## src/rtl/asrm_mem_bridge_if.sv

```systemverilog
// Shared memory bus: the bridge drives the request side (master), the memory
// system answers with ack/rdata (slave).
interface asrm_mem_bridge_if #(
  parameter int wordsize = 16
);
  logic [wordsize-1:0] bus_addr;
  logic [wordsize-1:0] bus_wdata;
  logic                bus_we;
  logic                bus_req;
  logic                bus_ack;
  logic [wordsize-1:0] bus_rdata;

  modport master (
    output bus_addr, bus_wdata, bus_we, bus_req,
    input  bus_ack, bus_rdata
  );

  modport slave (
    input  bus_addr, bus_wdata, bus_we, bus_req,
    output bus_ack, bus_rdata
  );
endinterface

```

## src/rtl/asrm_mem_bridge.sv

```systemverilog
// CPU single-word RAM port to req/ack memory bus bridge: one bus transaction per
// new access, last result held so repeated accesses cost nothing, sticky timeout.
module asrm_mem_bridge #(
  parameter int wordsize = 16,
  parameter int timeout  = 255
) (
  input  logic                clk,
  input  logic                reset,
  input  logic [wordsize-1:0] cpu_addr,
  input  logic [wordsize-1:0] cpu_wdata,
  input  logic                cpu_we,
  input  logic                cpu_flush,
  output logic [wordsize-1:0] cpu_rdata,
  output logic                cpu_stall,
  asrm_mem_bridge_if.master   bus,
  output logic                bus_error
);

  // Counter only has to reach timeout-1, the abort point.
  localparam int CNT_W = (timeout > 1) ? $clog2(timeout) : 1;
  localparam logic [CNT_W-1:0] CNT_LAST = CNT_W'(timeout - 1);

  localparam logic [0:0] IDLE = 1'b0;
  localparam logic [0:0] REQ  = 1'b1;

  logic [0:0]          state;
  logic [CNT_W-1:0]    cnt;
  logic [wordsize-1:0] last_addr;
  logic [wordsize-1:0] last_wdata;
  logic                last_we;
  logic                last_valid;
  logic                flush_pend;
  logic                match;
  logic                need;

  // Write data only matters to the key when the access is a write.
  always_comb begin
    match = last_valid && (cpu_addr == last_addr) && (cpu_we == last_we) &&
            (!cpu_we || (cpu_wdata == last_wdata));
    need      = !match;
    cpu_stall = (state == REQ) || ((state == IDLE) && need);
  end

  always_ff @(posedge clk) begin
    if (!reset) begin
      state         <= IDLE;
      cnt           <= '0;
      bus.bus_req   <= 1'b0;
      bus.bus_addr  <= '0;
      bus.bus_wdata <= '0;
      bus.bus_we    <= 1'b0;
      cpu_rdata     <= '0;
      bus_error     <= 1'b0;
      last_addr     <= '0;
      last_wdata    <= '0;
      last_we       <= 1'b0;
      last_valid    <= 1'b0;
      flush_pend    <= 1'b0;
    end else begin
      case (state)
        IDLE: begin
          if (cpu_flush) last_valid <= 1'b0;
          if (need) begin
            bus.bus_addr  <= cpu_addr;
            bus.bus_wdata <= cpu_wdata;
            bus.bus_we    <= cpu_we;
            bus.bus_req   <= 1'b1;
            cnt           <= '0;
            state         <= REQ;
          end
        end
        default: begin
          if (cpu_flush) flush_pend <= 1'b1;
          if (bus.bus_ack || (cnt == CNT_LAST)) begin
            // Ack on the final allowed cycle still counts as a normal completion.
            bus.bus_req <= 1'b0;
            if (bus.bus_ack)
              cpu_rdata <= bus.bus_we ? bus.bus_wdata : bus.bus_rdata;
            else begin
              cpu_rdata <= '0;
              bus_error <= 1'b1;
            end
            last_addr  <= bus.bus_addr;
            last_wdata <= bus.bus_wdata;
            last_we    <= bus.bus_we;
            last_valid <= !(flush_pend || cpu_flush);
            flush_pend <= 1'b0;
            state      <= IDLE;
          end else begin
            cnt <= cnt + CNT_W'(1);
          end
        end
      endcase
    end
  end

endmodule
```

## src/flat_wrapper.sv

```systemverilog
// flat-port wrapper written by rule: the top's interface ports become plain ports
module asrm_mem_bridge_flat 
#(
  parameter int wordsize = 16,
  parameter int timeout  = 255
)
  (clk, reset, cpu_addr, cpu_wdata, cpu_we, cpu_flush, cpu_rdata, cpu_stall, bus_error, bus_bus_addr, bus_bus_wdata, bus_bus_we, bus_bus_req, bus_bus_ack, bus_bus_rdata);
  asrm_mem_bridge_if #(.wordsize(wordsize)) bus_i ();
  input  logic clk;
  input  logic reset;
  input  logic [wordsize-1:0] cpu_addr;
  input  logic [wordsize-1:0] cpu_wdata;
  input  logic cpu_we;
  input  logic cpu_flush;
  output logic [wordsize-1:0] cpu_rdata;
  output logic cpu_stall;
  output logic bus_error;
  output wire logic [$bits(bus_i.bus_addr)-1:0] bus_bus_addr;
  output wire logic [$bits(bus_i.bus_wdata)-1:0] bus_bus_wdata;
  output wire logic [$bits(bus_i.bus_we)-1:0] bus_bus_we;
  output wire logic [$bits(bus_i.bus_req)-1:0] bus_bus_req;
  input wire logic [$bits(bus_i.bus_ack)-1:0] bus_bus_ack;
  input wire logic [$bits(bus_i.bus_rdata)-1:0] bus_bus_rdata;
  assign bus_bus_addr = bus_i.bus_addr;
  assign bus_bus_wdata = bus_i.bus_wdata;
  assign bus_bus_we = bus_i.bus_we;
  assign bus_bus_req = bus_i.bus_req;
  assign bus_i.bus_ack = bus_bus_ack;
  assign bus_i.bus_rdata = bus_bus_rdata;
  asrm_mem_bridge #(.wordsize(wordsize), .timeout(timeout)) u_core (.clk(clk), .reset(reset), .cpu_addr(cpu_addr), .cpu_wdata(cpu_wdata), .cpu_we(cpu_we), .cpu_flush(cpu_flush), .cpu_rdata(cpu_rdata), .cpu_stall(cpu_stall), .bus(bus_i), .bus_error(bus_error));
endmodule
```

## config.mk

```make
export PLATFORM = sky130hd
export DESIGN_NAME = asrm_mem_bridge_flat
export DESIGN_NICKNAME = d
export VERILOG_FILES = /design/src/rtl/asrm_mem_bridge_if.sv /design/src/rtl/asrm_mem_bridge.sv /design/src/flat_wrapper.sv
export SDC_FILE = /design/constraint.sdc
export NUM_CORES = 1
export LEC_CHECK = 0
export CAP_MARGIN = 30
export CORE_ASPECT_RATIO = 1.1
export CORE_MARGIN = 4
export CORE_UTILIZATION = 53
export CTS_BUF_LIST = sky130_fd_sc_hd__clkbuf_4 sky130_fd_sc_hd__clkbuf_8 sky130_fd_sc_hd__clkbuf_16
export CTS_CLUSTER_DIAMETER = 30
export DETAILED_ROUTE_END_ITERATION = 6
export HOLD_SLACK_MARGIN = 0.15
export PLACE_DENSITY_LB_ADDON = 0.05
export SYNTH_ARGS = -nofsm -noshare
export SYNTH_HDL_FRONTEND = slang
export SYNTH_SLANG_ARGS = --single-unit
```

## constraint.sdc

```tcl
create_clock -name clk -period 6.3 [get_ports clk]
set_clock_uncertainty 0.2 [all_clocks]
set_input_delay 1.575 -clock clk [delete_from_list [all_inputs] [get_ports clk]]
set_output_delay 1.575 -clock clk [all_outputs]
set_load 0.05 [all_outputs]
```

# Yosys cells after proc, flatten, opt, wreduce, memory -nomap -nowiden
# Cells that the tools add are included.
# totals
input_bits,53
wordCells,60
register_bits,95
out_inout_bits,52
# op_classes
mux,16
eq_ne,7
reduce_logical,20
n_addsub,1
bitwise_logic,3
# ops
operator,n
$eq A16 B16 Y1,2
$mux W16,2
$mux W8,3
$reduce_and A2 Y1,6
$mux W1,11
$add A8 B1 Y8 const B,1
$eq A8 B8 Y1 const B,1
$logic_and A1 B1 Y1,4
$logic_or A1 B1 Y1,4
$ne A2 B2 Y1 const B,2
$reduce_bool A2 Y1,2
$logic_not A1 Y1,3
$not A1 Y1,3
$reduce_and A3 Y1,1
$ne A2 B1 Y1 const B,1
$eq A1 B1 Y1,1

# Logic depth before layout (Yosys ltp)
# Gate-level depths: netlist of the first run.
# depth
ltp_word,7
mapped_depth,9
depth_no_buf,8

# Worst setup path before layout of the first run
# OpenSTA, ideal clock, no wires.
# synth_path
kind,input port to output port
from,in cpu_wdata[13]
to,out cpu_stall
arrival_ns,2.815
slack_ns,1.710
required_ns,4.525
path_buffers,0
stages,5
path_cell_list,xor2_1 nor4_1 nand4_1 o32ai_2 nand3b_1
# synth_between
elab_chain_cells,6
# synth_lines
element,line,source
start: declaration,flat_wrapper.sv:12,input logic [wordsize-1:0] cpu_wdata;
$eq A16 B16 Y1,asrm_mem_bridge.sv:39,(!cpu_we || (cpu_wdata == last_wdata));
$logic_or A1 B1 Y1,asrm_mem_bridge.sv:39,
$logic_and A1 B1 Y1,asrm_mem_bridge.sv:38,match = last_valid && (cpu_addr == last_addr) && (cpu_we == last_we) &&
$logic_not A1 Y1,asrm_mem_bridge.sv:40,need = !match;
$logic_and A1 B1 Y1,asrm_mem_bridge.sv:41,cpu_stall = (state == REQ) || ((state == IDLE) && need);
$logic_or A1 B1 Y1,asrm_mem_bridge.sv:41,
end: declaration,flat_wrapper.sv:16,output logic cpu_stall;
# No other way between the ends.

# Worst setup path in the final report of the first run
# Ends and elaborated chain as after synthesis.

==> results.md, run 1 <==
- Synth cell types: 37
- Worst Path Buf+Inv: 2
- Pwr/cell area: around 250 nW/um2
- Final Slew Violations: 0
- Critical path's slowest cell: clkdlybuf4s50_1
- # setup viols final: 0
- Root Buffer: clkbuf_8
- Peak VDD IR: 0.000163 V
- WS Path Type: in -> out
- Crit path launch type: input pin
- Required @ worst endpoint: between 4 and 5 ns
- Static Leak: 2.12 nW
- Clock share of power: 32.3%
- Vias in the first global route: 3578
- RR Startpoint: u_core.cnt[0]
- Syn nets: 545
- Setup TNS: 0 ns
- Cell repeated most along the worst path: clkdlybuf4s50_1
- Via density: 5.27
- ANT nets after route: 0
- CP cell instances: clkdlybuf4s50_1 -> xor2_1 -> nor4_1 -> nand4_1 -> o32ai_2 -> nand3b_1 -> clkdlybuf4s50_1
- Area delta synth->final: 31.0%
- Row count: 33
- Width of the chip: 93.2 um
- FMAX: 0.173 GHz
- I/O Buffers: approximately 100
- Tmin final: between 5 and 6 ns
- Hold buffer count at CTS: 0
- Post-DP HPWL: 7200 um
- Die H: a little over 100 um
- Post-route insts no fill: ~700
- Final Hold Vio Count: 0
- Total number of vias: 3636
- Arr. time, crit path: 4.02 ns
- CORE AREA: 7600 um2
- TritonCTS clock tree: done
- H-tree levels: 3
- Sw frac: 29.4%
- Syn Area/Cell: 8.64 um2
- Crit. End Element: output port
- Comb power frac: 20.0%
- Slew Limit Headroom: 40.1%
- Overall Global Routing Usage: around 22%
- Critical path peak fanout: 2
- Final Wtd Congestion: about 0.82
- DR iter-0 viols: ~140
- Post-synth top flop: dfxtp_1
- Ant diodes: 0
- Cells after synthesis: 490
- CP top delay family: buffers and inverters
- Post-CTS Setup Bufs: 0
- Wirelength per Cell: 14.7 um
- CTS max path bufs: 2
- YS warnings: 0
- Unrepaired setup endpoints after global routing: false
- CTS clock-pin slew for the worst setup and hold paths: 0.09 ns
- Worst Tran Pin Value: roughly 0.9 ns
- Initial antenna violation count: 0
- Max incr delay on CP: around 0.74 ns
- Max-cap violations: 0
- DRT Pass-1 Iters: 4
- First-pass GRT wire length: 16800 um
- Worst Hold Launch: u_core.flush_pend
- Total grt overflow: 0
- WL final: 10200 um
- Placed insts: between 600 and 700
- Post-CTS Resized: 0
- Die Footprint: approximately 9500 um2
- FF+latch count, synth: between 90 and 100
- Clock sink count: 95
- Seq/Total Area, Yosys: 44.9%
- Status: complete, no violations
- Fin crit share: 92.0%
- Nets: 635
- Async SR Flop Fraction: 0%
- Worst-Skew Late Latency: approximately 0.36 ns
- Layout fillers: 635
- Initial Utilization: 55.7%
- Switch Pwr: between 0.4 and 0.5 mW
- Proportion of layout cells with a drive suffix above 1: 5.13%
- DRC errors left: 0
- # IOs: 105
- Int Pwr: roughly 0.97 mW
- Reg power frac: 47.7%
- Post-synth EDFFs: 0
- Worst Hold Class: reg -> reg
- Syn Std Cell Area: ~4200 um2
- Launch point of the worst path: cpu_wdata[13]
- TritonCTS buffer count: 9
- Largest net degree at the start of global routing: 119
-- cell usage in the layout (no fill, tap or decap), types with 2 or more instances in the layout --
master           count
clkbuf_8             9
xor2_1              20
and2_1               3
xnor2_1             13
nand3_1             12
nor3_1               2
mux2_2               4
nand3b_1             2
a31oi_1              4
o21a_1               3
dfxtp_1             95
bufinv_16            2
a21boi_0            37
nand4_1              6
a21oi_1              4
clkdlybuf4s50_1    103
mux2i_1             45
nor2_1               4
o21ai_0             19
buf_4                5
ha_1                 2
nand2_1            162
nor4_1               7
or3_1                2
clkinvlp_4           2
-- metal layers --
metal,up-vias,part of all wire (%),global-route usage [%]
li1,1823,-,-
met1,1708,45,27.3
met2,96,50,38.8
met3,9,4.5,3.64
met4,0,1.3,8.12
met5,-,0,0
-- registers in the layout, indices dropped and copies added (netlist names) --
name,count
u_core.last_we,1
u_core.cnt,8
u_core.bus.bus_addr,16
u_core.last_valid,1
u_core.cpu_rdata,16
u_core.bus_error,1
u_core.bus.bus_req,1
u_core.flush_pend,1
u_core.state,1
u_core.bus.bus_we,1
u_core.last_wdata,16
u_core.last_addr,16
u_core.bus.bus_wdata,16
-- synth_stat cells, types with 2 or more instances --
library cell / count / share of area, %
or3_1: 2 / 0.30
a21oi_1: 5 / 0.59
nor2_1: 4 / 0.35
and2_1: 3 / 0.44
a31oi_1: 4 / 0.59
nor3_1: 2 / 0.24
ha_1: 2 / 0.59
buf_1: 3 / 0.27
xnor2_1: 13 / 2.7
xor2_1: 20 / 4.1
nand4_1: 6 / 0.89
o21ai_0: 19 / 2.2
buf_6: 4 / 1.1
clkbuf_1: 18 / 1.6
mux2_2: 4 / 1.1
a21boi_0: 37 / 6.6
nand2_1: 162 / 14
nand3_1: 12 / 1.4
mux2i_1: 45 / 11
dfxtp_1: 95 / 45
buf_2: 5 / 0.59
nor4_1: 7 / 1.0
o21a_1: 3 / 0.53
nand3b_1: 2 / 0.35
-- worst reg2reg max path: cells and delay by family (launching register included) --
kind	cells	cell delay [ns]
compound gates	2	0.61
fa+ha+maj	1	0.19
buf+inv	1	0.09
flops	1	0.39
simple gates	4	1.56
-- logic make-up (layout without fill, tap and decap cells) --
| kind of cell | count (synthesis) | count (layout) | share of synthesized area [%] |
|---|---|---|---|
| DFF | 95 | 95 | 44.9 |
| adders and majority gates | 2 | 2 | 0.591 |
| xor gates and xnor gates | 33 | 33 | 6.82 |
| AOI/OAI and AO/OA | 75 | 75 | 12.1 |
| and+or+nand+nor | 205 | 205 | 20.3 |
| muxes | 49 | 49 | 11.7 |
| buffers and inverters | 31 | 126 | 3.60 |
-- worst paths after layout --
kind | endpoint | slack, ns | cells after the start
hold reg to reg | u_core.last_valid | 0.26 | 1
hold / removal | u_core.last_valid | 0.26 | 1
setup reg to reg | u_core.cpu_rdata[1] | 3.15 | 8
setup / recovery | cpu_stall | 0.50 | 7
-- through the flow --
stage	total power, mW	setup slack [ns]	util (%)	hold WS (ns)	area, um2
finish	1.38	0.503	73.0	0.256	5550
global route	1.44	0.419	73.0	0.242	5550
CTS	1.39	0.502	72.7	0.248	5520
detailed placement	0.947	0.518	69.7	0.243	5300
global placement	0.942	0.530	69.7	0.217	5300
floorplan	0.842	1.71	-	0.210	4240
-- final cells by class --
type,instances,area [um2],share of cell area [%]
clock buffer,10,131,2.37
clock inverter,6,92.6,1.67
sequential,95,1900,34.3
tap,105,131,2.37
timing repair buffer,109,1100,19.8
inverter,1,3.75,0.0676
multi-input combinational,364,2190,39.5
-- power by group through the flow --
stage / clock network, mW / registers [mW] / logic [mW]
final: 0.445 / 0.657 / 0.276
after floorplan: 0 / 0.738 / 0.104
after CTS: 0.454 / 0.657 / 0.277
after detailed placement: 0 / 0.671 / 0.276
after global placement: 0 / 0.670 / 0.272
after global routing: 0.478 / 0.663 / 0.295
Power figures use the tool's default switching activity.
==> inputs of run 2 (changes only) <==
Settings changed: CORE_UTILIZATION 53 to 55, CTS_BUF_LIST sky130_fd_sc_hd__clkbuf_4 sky130_fd_sc_hd__clkbuf_8 sky130_fd_sc_hd__clkbuf_16 to sky130_fd_sc_hd__clkbuf_2 sky130_fd_sc_hd__clkbuf_4 sky130_fd_sc_hd__clkbuf_8.
==> run 2 against run 1 <==
Against the previous run:
- combinational power increased by 1%
- register-to-register slack improved by 0.05 ns
- count of clock-buffer cells in the layout increased by 1
- die area decreased by 3.3%
- critical path depth unchanged
- sequential cell count unchanged
- design area increased by 0.27%
- global-route usage increased by 1.2 points
- critical path type unchanged
==> results.md, run 2 (synthesis results as in run 1) <==
- Placed insts: 676 (was 673)
- Launch point of the worst path: cpu_wdata[11] (was cpu_wdata[13])
- Final worst slack: 0.531 ns (was 0.503 ns)
- DRT Pass-1 Iters: 4 (unchanged)
- Proportion of layout cells with a drive suffix above 1: 5.45% (was 5.13%)
- Worst Hold Launch: u_core.flush_pend (unchanged)
- Peak VDD IR: 0.000178 V (was 0.000163 V)
- Final Hold Vio Count: 0 (unchanged)
- Total number of vias: 3649 (was 3636)
- Via density: 5.27 (about the same)
- Post-CTS Setup Bufs: 0 (unchanged)
- Pwr/cell area: 249 nW/um2 (about the same)
- # IOs: 105 (unchanged)
- TritonCTS buffer count: 9 (unchanged)
- Slew Limit Headroom: 41.5% (was 40.1%)
- Worst Hold Class: reg -> reg (unchanged)
- WS Path Type: in -> out (unchanged)
- Final Slew Violations: 0 (unchanged)
- Area delta synth->final: 31.4% (was 31.0%)
- Status: complete, no violations (unchanged)
- # setup viols final: 0 (unchanged)
- Worst-Skew Late Latency: 0.35 ns (was 0.36 ns)
- Most frequent cells in the layout: 162 x nand2_1, 103 x clkdlybuf4s50_1, 95 x dfxtp_1 (unchanged)
- Static Leak: 2.14 nW (was 2.12 nW)
- Critical path peak fanout: 2 (unchanged)
- Largest net degree at the start of global routing: 104 (was 119)
- CORE AREA: 7470 um2 (was 7600 um2)
- I/O Buffers: 104 (unchanged)
- FMAX: 0.173 GHz (about the same)
- Crit path launch type: input pin (unchanged)
- Arr. time, crit path: 3.99 ns (was 4.02 ns)
- H-tree levels: 3 (unchanged)
- Initial Utilization: 56.7% (was 55.7%)
- WL final: 10400 um (was 10200 um)
- Place WS: 0.595 ns (was 0.518 ns)
- Hold buffer count at CTS: 0 (unchanged)
- Worst Tran Pin Value: 0.878 ns (was 0.898 ns)
- Die Footprint: 9170 um2 (was 9490 um2)
- Overall Global Routing Usage: 23.3% (was 22.1%)
- Nets: 637 (was 635)
- Setup TNS: 0 ns (unchanged)
- DR iter-0 viols: 158 (was 137)
- ANT nets after route: 0 (unchanged)
- Vias in the first global route: 3608 (was 3578)
- Post-DP HPWL: 7390 um (was 7200 um)
- Post-CTS Resized: 0 (unchanged)
- Wirelength per Cell: 15.0 um (was 14.7 um)
- First-pass GRT wire length: 17100 um (was 16800 um)
- Ant diodes: 0 (unchanged)
- CTS max path bufs: 2 (unchanged)
- Fin crit share: 91.6% (was 92.0%)
- RR Startpoint: u_core.state (was u_core.cnt[0])
- Required @ worst endpoint: 4.53 ns (about the same)
- TritonCTS clock tree: done (unchanged)
- Unrepaired setup endpoints after global routing: false (unchanged)
- Row count: 33 (unchanged)
- Root Buffer: clkbuf_8 (unchanged)
- CTS clock-pin slew for the worst setup and hold paths: 0.09 ns (about the same)
- Final Wtd Congestion: 0.836 (was 0.816)
- Layout fillers: 615 (was 635)
- Post-route insts no fill: 692 (was 690)
- Commonest non-fill, non-tap cell in the layout: nand2_1 (unchanged)
- Initial antenna violation count: 0 (unchanged)
- Width of the chip: 91.7 um (was 93.2 um)
- DRC errors left: 0 (unchanged)
- Die H: 100 um (was 102 um)
- Total grt overflow: 0 (unchanged)
- Clock sink count: 95 (unchanged)
- Crit. End Element: output port (unchanged)
- Final Util: 74.5% (was 73.0%)
- Max-cap violations: 0 (unchanged)
- Tmin final: 5.77 ns (was 5.80 ns)
-- run 2: changes by cell type in the layout (fill, tap and decap cells not counted) --
cell        change
clkinv_2        +1
inv_6           -1
clkbuf_8        +1
buf_2           +1
buf_4           +1
clkinvlp_4      -1
-- run 2: per-stage QoR --
step                total power [mW]  hold WS, ns  area (um2)
finish                          1.38        0.255        5560
global route                    1.44        0.274        5560
CTS                             1.40        0.253        5560
detailed placement             0.952        0.243        5340
global placement               0.944        0.223        5310
floorplan                      0.842        0.210        4240
-- run 2: path summary, 6_finish.rpt --
check / end / slack [ns] / cells after the start
setup reg to reg: u_core.cnt[4] / 3.20 / 7
hold / removal: u_core.last_valid / 0.26 / 1
setup / recovery: cpu_stall / 0.53 / 7
hold reg to reg: u_core.last_valid / 0.26 / 1
-- run 2: power breakdown --
group          total, mW  switching (mW)  internal [mW]
clock              0.448           0.209          0.239
sequential         0.657          0.0256          0.631
combinational      0.280           0.167          0.113
total               1.38           0.401          0.984
-- run 2: layout make-up --
class                           count  area, um2  area share (%)
Multi-Input combinational cell    364       2190            39.4
Sequential cell                    95       1900            34.2
Timing Repair Buffer              111       1110            19.9
Clock buffer                       11        145            2.61
Tap cell                          105        131            2.36
Clock inverter                      5       81.3            1.46
Inverter                            1       3.75          0.0675
-- run 2: worst max-delay path, cell delays in order --
cell and delay [ns]:
clkdlybuf4s50_1 0.47, xor2_1 0.17, nor4_1 0.31, nand4_1 0.18
o32ai_2 0.42, nand3b_1 0.13, clkdlybuf4s50_1 0.74
-- run 2: routing by layer --
layer | part of all wire (%) | wire length (um) | vias up | GRT usage (%)
met5 | 0 | 0 | - | 0
met1 | 43 | 4450 | 1710 | 27.9
met3 | 4.6 | 481 | 18 | 4.95
li1 | - | - | 1820 | -
met2 | 50 | 5170 | 101 | 40.7
met4 | 2.5 | 257 | 0 | 9.51
==> inputs of run 3 (changes only) <==
Settings changed: CAP_MARGIN 30 to 10.
==> run 3 against run 2 <==
Against the previous run:
- via count down 0.30%
- wire length up 0.77%
- utilization down 0.59 points
- worst setup slack better by 0.066 ns
- clock power down 4%
- die area unchanged
- worst hold slack better by 0.0039 ns
- design area down 0.79%
- fmax up 1.2%
- sequential cell count unchanged
- sequential power about the same
- final cell count down 0.29%
- largest power group unchanged
==> results.md, run 3 (synthesis results as in run 1) <==
- Crit. End Element: output port (unchanged)
- Final Wtd Congestion: 0.836 (unchanged)
- TritonCTS buffer count: 9 (unchanged)
- Placed insts: 675 (was 676)
- Width of the chip: 91.7 um (unchanged)
- Final Hold Vio Count: 0 (unchanged)
- DRT Pass-1 Iters: 4 (unchanged)
- Unrepaired setup endpoints after global routing: false (unchanged)
- Hold buffer count at CTS: 0 (unchanged)
- Clock sink count: 95 (unchanged)
- Pwr/cell area: 247 nW/um2 (was 249 nW/um2)
- Worst Hold Launch: u_core.cpu_rdata[13] (was u_core.flush_pend)
- Status: complete, no violations (unchanged)
- DR iter-0 viols: 133 (was 158)
- Worst-Skew Late Latency: 0.35 ns (about the same)
- Nets: 636 (was 637)
- Slew Limit Headroom: 21.7% (was 41.5%)
- Post-CTS Resized: 0 (unchanged)
- WL final: 10400 um (about the same)
- CTS clock-pin slew for the worst setup and hold paths: 0.09 ns (about the same)
- Worst Hold Class: reg -> reg (unchanged)
- Overall Global Routing Usage: 23.1% (was 23.3%)
- CORE AREA: 7470 um2 (unchanged)
- Hold path cells: 2 (was 1)
- Final Util: 73.9% (was 74.5%)
- Critical path peak fanout: 2 (unchanged)
- # IOs: 105 (unchanged)
- Arr. time, crit path: 3.93 ns (was 3.99 ns)
- Commonest non-fill, non-tap cell in the layout: nand2_1 (unchanged)
- Fin crit share: 90.5% (was 91.6%)
- RR Startpoint: u_core.state (unchanged)
- Placed Area: 5310 um2 (was 5340 um2)
- Final Slew Violations: 0 (unchanged)
- I/O Buffers: 104 (unchanged)
- First-pass GRT wire length: 16900 um (was 17100 um)
- Area delta synth->final: 30.3% (was 31.4%)
- DRC errors left: 0 (unchanged)
- Cells on worst reg2reg path: 7 (unchanged)
- Ant diodes: 0 (unchanged)
- Total number of vias: 3638 (was 3649)
- ANT nets after route: 0 (unchanged)
- Tot Pwr: 1.37 mW (was 1.38 mW)
- Via density: 5.27 (about the same)
- Post-DP HPWL: 7340 um (was 7390 um)
- Area of the multi-input gates: 2190 um2 (unchanged)
- Die Footprint: 9170 um2 (unchanged)
- Setup TNS: 0 ns (unchanged)
- Reg-to-reg slack, setup: 3.16 ns (was 3.20 ns)
- Root Buffer: clkbuf_8 (unchanged)
- Crit path launch type: input pin (unchanged)
- Worst Tran Pin Value: 1.17 ns (was 0.878 ns)
- Vias in the first global route: 3624 (was 3608)
- Post-route insts no fill: 690 (was 692)
- CTS max path bufs: 2 (unchanged)
- Die H: 100 um (unchanged)
- Hold Path Sink: u_core.cpu_rdata[13] (was u_core.last_valid)
- Required @ worst endpoint: 4.53 ns (about the same)
- Register area: 1900 um2 (unchanged)
- # setup viols final: 0 (unchanged)
- Tmin final: 5.70 ns (was 5.77 ns)
- FMAX: 0.175 GHz (was 0.173 GHz)
- Worst r2r dst: u_core.cnt[3] (was u_core.cnt[4])
- Proportion of layout cells with a drive suffix above 1: 5.13% (was 5.45%)
- Layout fillers: 615 (unchanged)
- TritonCTS clock tree: done (unchanged)
- Max-cap violations: 0 (unchanged)
- Design Area, Final: 5520 um2 (was 5560 um2)
- WS Path Type: in -> out (unchanged)
- Initial antenna violation count: 0 (unchanged)
- Wirelength per Cell: 15.1 um (was 15.0 um)
- Initial Utilization: 56.7% (unchanged)
- Peak VDD IR: 0.000231 V (was 0.000178 V)
- Total grt overflow: 0 (unchanged)
- Largest net degree at the start of global routing: 104 (unchanged)
- Row count: 33 (unchanged)
- Most frequent cells in the layout: 162 x nand2_1, 103 x clkdlybuf4s50_1, 95 x dfxtp_1 (unchanged)
- Static Leak: 2.12 nW (was 2.14 nW)
- H-tree levels: 3 (unchanged)
- Post-CTS Setup Bufs: 0 (unchanged)
run 3: cell types whose count changed in the layout (fill, tap and decap cells not counted):
cell / change
buf_16: -1
clkbuf_4: -1
clkbuf_8: -1
clkinv_2: +1
run 3: layout make-up:
| type | instances | area share, % |
|---|---|---|
| Sequential cell | 95 | 34.5 |
| Tap cell | 105 | 2.38 |
| Multi-Input combinational cell | 364 | 39.7 |
| Clock buffer | 9 | 2.24 |
| Clock inverter | 6 | 1.56 |
| Timing Repair Buffer | 110 | 19.6 |
| Inverter | 1 | 0.0680 |
run 3: metal layers:
layer  part of all wire, %  up-vias  global-route usage (%)
met5                     0        -                       0
met4                   3.0        0                    10.3
met3                   5.5       22                    6.00
met2                    48      107                    39.6
met1                    43     1690                    27.2
li1                      -     1819                       -
run 3: worst max-delay path by stage:
stage,startpoint,end,slack [ns],depth (start not counted)
5_1_grt,cpu_wdata[11],cpu_stall,0.51,7
2_1_floorplan,cpu_wdata[13],cpu_stall,1.71,5
4_1_cts,cpu_wdata[14],cpu_stall,0.61,7
6_report,cpu_wdata[14],cpu_stall,0.60,7
3_5_place_dp,cpu_wdata[14],cpu_stall,0.63,7
3_3_place_gp,cpu_wdata[14],cpu_stall,0.63,7
run 3: stage by stage:
step	setup WS (ns)	hold WS, ns
2_1_floorplan	1.71	0.210
3_3_place_gp	0.633	0.223
3_5_place_dp	0.629	0.233
4_1_cts	0.609	0.252
5_1_grt	0.512	0.279
6_report	0.597	0.259
run 3: worst max-delay path, cell delays in order:
cell and delay (ns):
clkdlybuf4s50_1 0.43, xor2_1 0.17, nor4_1 0.36, nand2_1 0.17, o32ai_2 0.36, nand3b_1 0.12
clkdlybuf4s50_1 0.74
run 3: where the power goes:
part	internal (mW)	switching [mW]	total [mW]	leakage [nW]
Clock	0.221	0.209	0.430	0.105
Sequential	0.631	0.0255	0.657	0.777
Combinational	0.111	0.167	0.278	1.24
